`config.mk`:
```
export PLATFORM = sky130hd
export DESIGN_NAME = nrzi_rx_decoder_flat
export DESIGN_NICKNAME = d
export VERILOG_FILES = /design/src/rtl/nrzi_rx_decoder_if.sv /design/src/rtl/nrzi_rx_decoder.sv /design/src/flat_wrapper.sv
export SDC_FILE = /design/constraint.sdc
export NUM_CORES = 1
export LEC_CHECK = 0
export ABC_AREA = 0
export CAP_MARGIN = 10
export CORE_MARGIN = 2
export CORE_UTILIZATION = 53
export CTS_CLUSTER_DIAMETER = 80
export DETAILED_ROUTE_END_ITERATION = 8
export HOLD_SLACK_MARGIN = 0.08
export PLACE_DENSITY_LB_ADDON = 0.08
export SYNTH_ARGS = -nofsm -noshare
export SYNTH_HDL_FRONTEND = slang
export SYNTH_SLANG_ARGS = --single-unit
```
`constraint.sdc`:
```
create_clock -name clk -period 2.4 [get_ports clk]
set_input_delay 0.72 -clock clk [delete_from_list [all_inputs] [get_ports clk]]
set_output_delay 0.72 -clock clk [all_outputs]
set_load 0.05 [all_outputs]
```
`src/rtl/nrzi_rx_decoder_if.sv`:
```
// Line-side samples in, decoded bit stream and framing strobes out.
// bit_cnt exists only when NRZI_RX_BITCNT_EN is defined.
interface nrzi_rx_decoder_if;
  logic        nrzi_in;
  logic        sample_valid;
  logic        se0;
  logic        bit_out;
  logic        bit_valid;
  logic        sop;
  logic        eop;
  logic        stuff_err;
  logic        rx_active;
`ifdef NRZI_RX_BITCNT_EN
  logic [15:0] bit_cnt;
`endif

  modport master (
    output nrzi_in, sample_valid, se0,
`ifdef NRZI_RX_BITCNT_EN
    input  bit_cnt,
`endif
    input  bit_out, bit_valid, sop, eop, stuff_err, rx_active
  );

  modport slave (
    input  nrzi_in, sample_valid, se0,
`ifdef NRZI_RX_BITCNT_EN
    output bit_cnt,
`endif
    output bit_out, bit_valid, sop, eop, stuff_err, rx_active
  );
endinterface

```
`src/rtl/nrzi_rx_decoder.sv`:
```
// NRZI receive decoder: SYNC hunt, bit unstuffing, stuff-error and SE0 framing; optional bit_cnt via NRZI_RX_BITCNT_EN.
// All outputs registered, one cycle after the qualifying sample; no backpressure (sample_valid paced input).
module nrzi_rx_decoder #(
  parameter int STUFF_LEN      = 6,
  parameter int SYNC_MIN_ZEROS = 5
) (
  input  logic              clk,
  input  logic              reset,
  nrzi_rx_decoder_if.slave  bus
);

  localparam int OC_W = $clog2(STUFF_LEN + 1);
  localparam logic [OC_W-1:0] ONE_INC = OC_W'(1);
  localparam logic [3:0]      ZERO_INC = 4'd1;

  typedef enum logic [1:0] {
    S_HUNT,
    S_DATA,
    S_ABORT,
    S_EOP_WAIT
  } state_t;

  state_t          r_state, w_state;
  logic            r_prev_level, w_prev_level;
  logic [3:0]      r_zero_cnt, w_zero_cnt;
  logic [OC_W-1:0] r_one_cnt, w_one_cnt;
  logic            r_bit_out, w_bit_out;
  logic            r_bit_valid, w_bit_valid;
  logic            r_sop, w_sop;
  logic            r_eop, w_eop;
  logic            r_stuff_err, w_stuff_err;
  logic            r_rx_active, w_rx_active;
  logic            w_dec;

  assign w_dec = ~(bus.nrzi_in ^ r_prev_level);

  always_comb begin
    w_state      = r_state;
    w_prev_level = r_prev_level;
    w_zero_cnt   = r_zero_cnt;
    w_one_cnt    = r_one_cnt;
    w_bit_out    = 1'b0;
    w_bit_valid  = 1'b0;
    w_sop        = 1'b0;
    w_eop        = 1'b0;
    w_stuff_err  = 1'b0;

    if (bus.sample_valid) begin
      w_prev_level = bus.se0 ? 1'b1 : bus.nrzi_in;
      case (r_state)
        S_HUNT: begin
          if (bus.se0) begin
            w_zero_cnt = '0;
          end else if (!w_dec) begin
            if (r_zero_cnt != 4'hF) w_zero_cnt = r_zero_cnt + ZERO_INC;
          end else if (int'(r_zero_cnt) >= SYNC_MIN_ZEROS) begin
            // SYNC-ending 1 seeds the stuffing run but is not delivered
            w_sop      = 1'b1;
            w_one_cnt  = ONE_INC;
            w_zero_cnt = '0;
            w_state    = S_DATA;
          end else begin
            w_zero_cnt = '0;
          end
        end
        S_DATA: begin
          if (bus.se0) begin
            w_eop   = 1'b1;
            w_state = S_EOP_WAIT;
          end else if (int'(r_one_cnt) == STUFF_LEN) begin
            if (w_dec) begin
              w_stuff_err = 1'b1;
              w_state     = S_ABORT;
            end else begin
              w_one_cnt = '0;
            end
          end else begin
            w_bit_valid = 1'b1;
            w_bit_out   = w_dec;
            w_one_cnt   = w_dec ? r_one_cnt + ONE_INC : '0;
          end
        end
        S_ABORT: begin
          if (bus.se0) w_state = S_EOP_WAIT;
        end
        S_EOP_WAIT: begin
          if (!bus.se0) begin
            w_zero_cnt = '0;
            w_state    = S_HUNT;
          end
        end
        default: w_state = S_HUNT;
      endcase
    end

    // Held through the eop strobe cycle, dropped on the cycle after
    w_rx_active = (w_state == S_DATA) || w_eop;
  end

  always_ff @(posedge clk) begin
    if (reset) begin
      r_state      <= S_HUNT;
      r_prev_level <= 1'b1;
      r_zero_cnt   <= '0;
      r_one_cnt    <= '0;
      r_bit_out    <= 1'b0;
      r_bit_valid  <= 1'b0;
      r_sop        <= 1'b0;
      r_eop        <= 1'b0;
      r_stuff_err  <= 1'b0;
      r_rx_active  <= 1'b0;
    end else begin
      r_state      <= w_state;
      r_prev_level <= w_prev_level;
      r_zero_cnt   <= w_zero_cnt;
      r_one_cnt    <= w_one_cnt;
      r_bit_out    <= w_bit_out;
      r_bit_valid  <= w_bit_valid;
      r_sop        <= w_sop;
      r_eop        <= w_eop;
      r_stuff_err  <= w_stuff_err;
      r_rx_active  <= w_rx_active;
    end
  end

  assign bus.bit_out   = r_bit_out;
  assign bus.bit_valid = r_bit_valid;
  assign bus.sop       = r_sop;
  assign bus.eop       = r_eop;
  assign bus.stuff_err = r_stuff_err;
  assign bus.rx_active = r_rx_active;

`ifdef NRZI_RX_BITCNT_EN
  logic [15:0] r_bit_cnt;

  always_ff @(posedge clk) begin
    if (reset) begin
      r_bit_cnt <= '0;
    end else if (w_sop) begin
      r_bit_cnt <= '0;
    end else if (w_bit_valid && (r_bit_cnt != 16'hFFFF)) begin
      r_bit_cnt <= r_bit_cnt + 16'd1;
    end
  end

  assign bus.bit_cnt = r_bit_cnt;
`endif

endmodule

```
`src/flat_wrapper.sv`:
```
// flat-port wrapper written by rule: the top's interface ports become plain ports
module nrzi_rx_decoder_flat 
#(
  parameter int STUFF_LEN      = 6,
  parameter int SYNC_MIN_ZEROS = 5
)
  (clk, reset, bus_nrzi_in, bus_sample_valid, bus_se0, bus_bit_out, bus_bit_valid, bus_sop, bus_eop, bus_stuff_err, bus_rx_active);
  nrzi_rx_decoder_if bus_i ();
  input  logic clk;
  input  logic reset;
  input wire logic [$bits(bus_i.nrzi_in)-1:0] bus_nrzi_in;
  input wire logic [$bits(bus_i.sample_valid)-1:0] bus_sample_valid;
  input wire logic [$bits(bus_i.se0)-1:0] bus_se0;
  output wire logic [$bits(bus_i.bit_out)-1:0] bus_bit_out;
  output wire logic [$bits(bus_i.bit_valid)-1:0] bus_bit_valid;
  output wire logic [$bits(bus_i.sop)-1:0] bus_sop;
  output wire logic [$bits(bus_i.eop)-1:0] bus_eop;
  output wire logic [$bits(bus_i.stuff_err)-1:0] bus_stuff_err;
  output wire logic [$bits(bus_i.rx_active)-1:0] bus_rx_active;
  assign bus_i.nrzi_in = bus_nrzi_in;
  assign bus_i.sample_valid = bus_sample_valid;
  assign bus_i.se0 = bus_se0;
  assign bus_bit_out = bus_i.bit_out;
  assign bus_bit_valid = bus_i.bit_valid;
  assign bus_sop = bus_i.sop;
  assign bus_eop = bus_i.eop;
  assign bus_stuff_err = bus_i.stuff_err;
  assign bus_rx_active = bus_i.rx_active;
  nrzi_rx_decoder #(.STUFF_LEN(STUFF_LEN), .SYNC_MIN_ZEROS(SYNC_MIN_ZEROS)) u_core (.clk(clk), .reset(reset), .bus(bus_i));
endmodule
```
# Word-level counts from Yosys, hierarchy flattened
# Index checks and enable logic that the tools add are counted.
# Widths: inputs -> output; s select.
# classes
mux	30
n_eq_ne	13
reduce_logical	10
n_addsub	2
bitwise	6
magnitude_cmp	1
# ops
op	n
$mux 3	7
$mux 2	9
$mux 4	4
$reduce_or 5->1	3
$ne 2x2->1 const B	4
$ne 4x4->1 const B	2
$pmux 2 s4	1
$pmux 4 s2	1
$mux 1	7
$reduce_and 7->1	1
$pmux 3 s2	1
$not 1->1	5
$add 4x1->4 const B	1
$eq 2x1->1 const B	2
$eq 2x2->1 const B	2
$ge 4x3->1 const B	1
$reduce_and 4->1	1
$reduce_bool 2->1	2
$reduce_or 4->1	1
$add 3x1->3 const B	1
$eq 3x2->1 const B	1
$ne 3x2->1 const B	1
$logic_not 2->1	1
$ne 2x1->1 const B	1
2 further kinds	2
# word_totals
word_cells	72
reg_bits	16
output_inout_bits	6

# Logic depth before layout (Yosys ltp)
# depth
depth_word	8
mapped_depth	7

# Least setup slack after synthesis
# OpenSTA, ideal clock, no wires.
# synth_path
path_type	input to register
start	in bus_se0
end	reg u_core.r_one_cnt[1]
t_arrival_ps	2038
setup_time_ps	70
cell_stages	6
t_required_ps	2330
slack_ps	292
path_cell_list	buf_4 or3b_4 a31oi_4 inv_2 or4_1 a21oi_1
# synth_between
elab_chain_len	2
# synth_lines
item	line_no	rtl
from (decl)	flat_wrapper.sv:13	input wire logic [$bits(bus_i.se0)-1:0] bus_se0;
$ne 2x2->1 (no line)	--	
$reduce_and 7->1 (no line) (*)	--	
to (signal assigned)	nrzi_rx_decoder.sv:116	r_one_cnt <= w_one_cnt;
to (decl)	nrzi_rx_decoder.sv:26	logic [OC_W-1:0] r_one_cnt, w_one_cnt;
# Mark *: on every way between the ends. The rest lies on a longest branch, timed or not.
# A chain may end at the register's enable or synchronous reset.

# Worst setup path in the final report
# layout_path
start	in bus_sample_valid
end	reg u_core.r_one_cnt[1]
# layout_between
elab_chain_len	1
# layout_lines
item	line_no	rtl
from (decl)	flat_wrapper.sv:12	input wire logic [$bits(bus_i.sample_valid)-1:0] bus_sample_valid;
$reduce_and 7->1 (no line)	--	
# No other way between the ends.

==> run metrics <==
final sum of negative setup slack=0 ns; final number of max-transition violations=0; final count of hold timing violations=0; wire length of the first global-routing pass=3.10 mm; Placer Congestion=0.828; worst slack at placement=-0.0615 ns; fill cell total of the finished layout=122; grt ovf=0; number of buffers created by CTS=3; die outline height=44.7 um; library cell contributing the largest single delay on the critical path=sky130_fd_sc_hd__clkdlybuf4s50_1; Worst-Margin Slew=0.506 ns; hpwl dp=1.32 mm; post-route minimum period=2.15 ns; clock latency on the worst-skew pair=0.30 ns; layout cells sized above 1=16.1%; detail-routed via count per cell=5.70; period utilization=89.6%; routed vias=764; setup repair after global routing missed its margin=no; number of antenna violations at the first check in global routing=0; total number of clock tree sinks=16; clock slew at reported path FFs=0.10 ns; number of levels the H-tree was split into=1; Die W=44.7 um; data arrival at the endpoint of the critical path=2.38 ns; Clk Tree Root Cell=sky130_fd_sc_hd__clkbuf_4; Worst Hold Slack=0.507 ns; peak per-stage delay on the critical path=0.46 ns; fraction of registers with async set/reset=0%; Synth Net Count=110; P_leak=0.409 nW; cell family contributing the most delay on the critical path=simple AND/OR/NAND/NOR gates; total of buffers placed on input and output ports=10; distinct cell type count of the synthesized netlist=38; count of nets left with antenna violations after detail routing=0; vias in the first global route=712; maximum number of pins on one net before global-route repair=14; aggregate routed wire length=1.75 mm; top_reg_cell synth=sky130_fd_sc_hd__dfxtp_1; average cell area after synthesis=8.80 sq um; leading cell type in the layout, fill and taps excluded=sky130_fd_sc_hd__dfxtp_1; number of enable flip-flop cells after synthesis=0; worst endpoint required time=2.63 ns; PnR worst setup slack=0.249 ns; cell breakdown of the critical path=clkdlybuf4s50_1 > or3b_4 > a31oi_4 > inv_2 > or4_1 > a21oi_1; maximum achievable frequency=465 MHz; WL per Instance=13.0 um; synthesized area=880 sq um; CP startpoint kind=input pin; number of buffers inserted by hold repair at cts=0; Worst Path Class, Setup=input pin to register; number of top-level pins=11; clock tree from TritonCTS=built; element type at the critical path end=register; setup-violating endpoint count in the final report=0; worst rel slew slack=66.2%; Worst VDD drop=0.376 mV; P&R area growth vs syn=20.9%; Global Route Usage Sum=21.6%; Post-Synthesis Cells=100; type of the tightest min-delay check=register to register; Placement Rows=14; number of buffers on the longest clock path=2; number of DRC violations after detailed-routing iteration 0=11; Buf/Inv on CP=2; proportion of synthesized chip area in sequential cells=36.4%; die area=0.00200 sq mm; Post-CTS Setup Bufs=0; top library cells by usage in the layout, fill and taps aside=16 x sky130_fd_sc_hd__dfxtp_1, 12 x sky130_fd_sc_hd__nor2_1, 10 x sky130_fd_sc_hd__clkdlybuf4s50_1, 9 x sky130_fd_sc_hd__buf_4; number of storage elements in the synthesis netlist=16; Setup Skew=0.00696 ns; initial standard-cell utilization of the core=57.7%; Synth Warn #=0; Core Box Area=0.00152 sq mm; count of cells resized by post-cts repair=0; number of search-and-repair iterations in the first detailed-routing pass=4; result of the run=completed; final core occ=69.8%; Post-route DRC=0; Cell Pwr Density=529 mW/mm^2; Nets=129; Max-cap violations=0; Antenna diodes=0; critical path fanouts, max=3
[cells in the mapped netlist (2+ instances only)]
cell type | n | area [sq um]
sky130_fd_sc_hd__dfxtp_1 | 16 | 320
sky130_fd_sc_hd__inv_1 | 4 | 15.0
sky130_fd_sc_hd__nor2_1 | 12 | 45.0
sky130_fd_sc_hd__nand4b_1 | 2 | 17.5
sky130_fd_sc_hd__clkbuf_1 | 2 | 7.51
sky130_fd_sc_hd__a21oi_1 | 8 | 40.0
sky130_fd_sc_hd__nor3_1 | 4 | 20.0
sky130_fd_sc_hd__nor3b_1 | 2 | 15.0
sky130_fd_sc_hd__nand3_1 | 2 | 10.0
sky130_fd_sc_hd__ha_1 | 5 | 62.6
sky130_fd_sc_hd__a31oi_1 | 2 | 12.5
sky130_fd_sc_hd__o21a_1 | 2 | 15.0
sky130_fd_sc_hd__xnor2_1 | 2 | 17.5
sky130_fd_sc_hd__o21ai_0 | 8 | 40.0
sky130_fd_sc_hd__nand2_1 | 3 | 11.3
sky130_fd_sc_hd__a311oi_1 | 2 | 17.5
sky130_fd_sc_hd__nand2b_1 | 3 | 18.8
[kinds of logic (layout without fill, tap and decap cells)]
group           after synthesis  after routing  share of synthesized area, %
compound gates               28             28                          21.6
xor+xnor                      3              3                          2.99
fa+ha+maj                     5              5                          7.11
buf+inv                      10             28                          6.68
flops                        16             16                          36.4
mux                           1              1                          1.14
simple gates                 37             37                          24.0
[flip-flops by register name (all words and copies together) (netlist names)]
| register | cells |
|---|---|
| u_core.bus.bit_valid | 1 |
| u_core.r_prev_level | 1 |
| u_core.r_state | 2 |
| u_core.r_zero_cnt | 4 |
| u_core.r_one_cnt | 3 |
| u_core.bus.sop | 1 |
| u_core.bus.eop | 1 |
| u_core.bus.rx_active | 1 |
| u_core.bus.bit_out | 1 |
| u_core.bus.stuff_err | 1 |
[per-layer routing]
metal  GRT usage [%]  routed length [um]  share of wire [%]
met3            5.20                  53                3.0
met2            33.9                 837                 48
met5               0                   0                  0
met4            13.3                  31                1.8
met1            26.6                 823                 47
[where the power goes]
part           internal, mW  switching [mW]
registers             0.273          0.0108
clock network        0.0926          0.0876
logic                0.0466          0.0522
[final timing paths]
kind,startpoint,endpoint,slack [ns],cells after the start
setup / recovery,bus_sample_valid,u_core.r_one_cnt[1],0.25,6
hold / removal,u_core.r_one_cnt[1],u_core.r_one_cnt[1],0.51,2
setup reg to reg,u_core.r_one_cnt[0],u_core.r_one_cnt[1],0.53,7
hold reg to reg,u_core.r_one_cnt[1],u_core.r_one_cnt[1],0.51,2
[worst min-delay path, cell delays in order (launching register included)]
cell	delay (ns)
sky130_fd_sc_hd__dfxtp_1	0.34
sky130_fd_sc_hd__o21ai_0	0.07
sky130_fd_sc_hd__a21oi_1	0.06
[cell type report]
cell class              instances  area [sq um]  area share, %
flip-flops and latches         16           320           30.1
multi-input cells              74           500           47.1
repair buffers                 19           168           15.8
inverters                       5          18.8           1.76
clock buffers                   4          36.3           3.41
well taps                      16          20.0           1.88
[stage by stage]
step	cell area, sq um	std cells	power (mW)
after floorplan	880	100	0.358
after global placement	1030	130	0.387
after detailed placement	1030	130	0.389
after CTS	1060	134	0.573
after global routing	1060	134	0.600
final	1060	134	0.563
No activity file was read; power rests on OpenSTA's default activity.
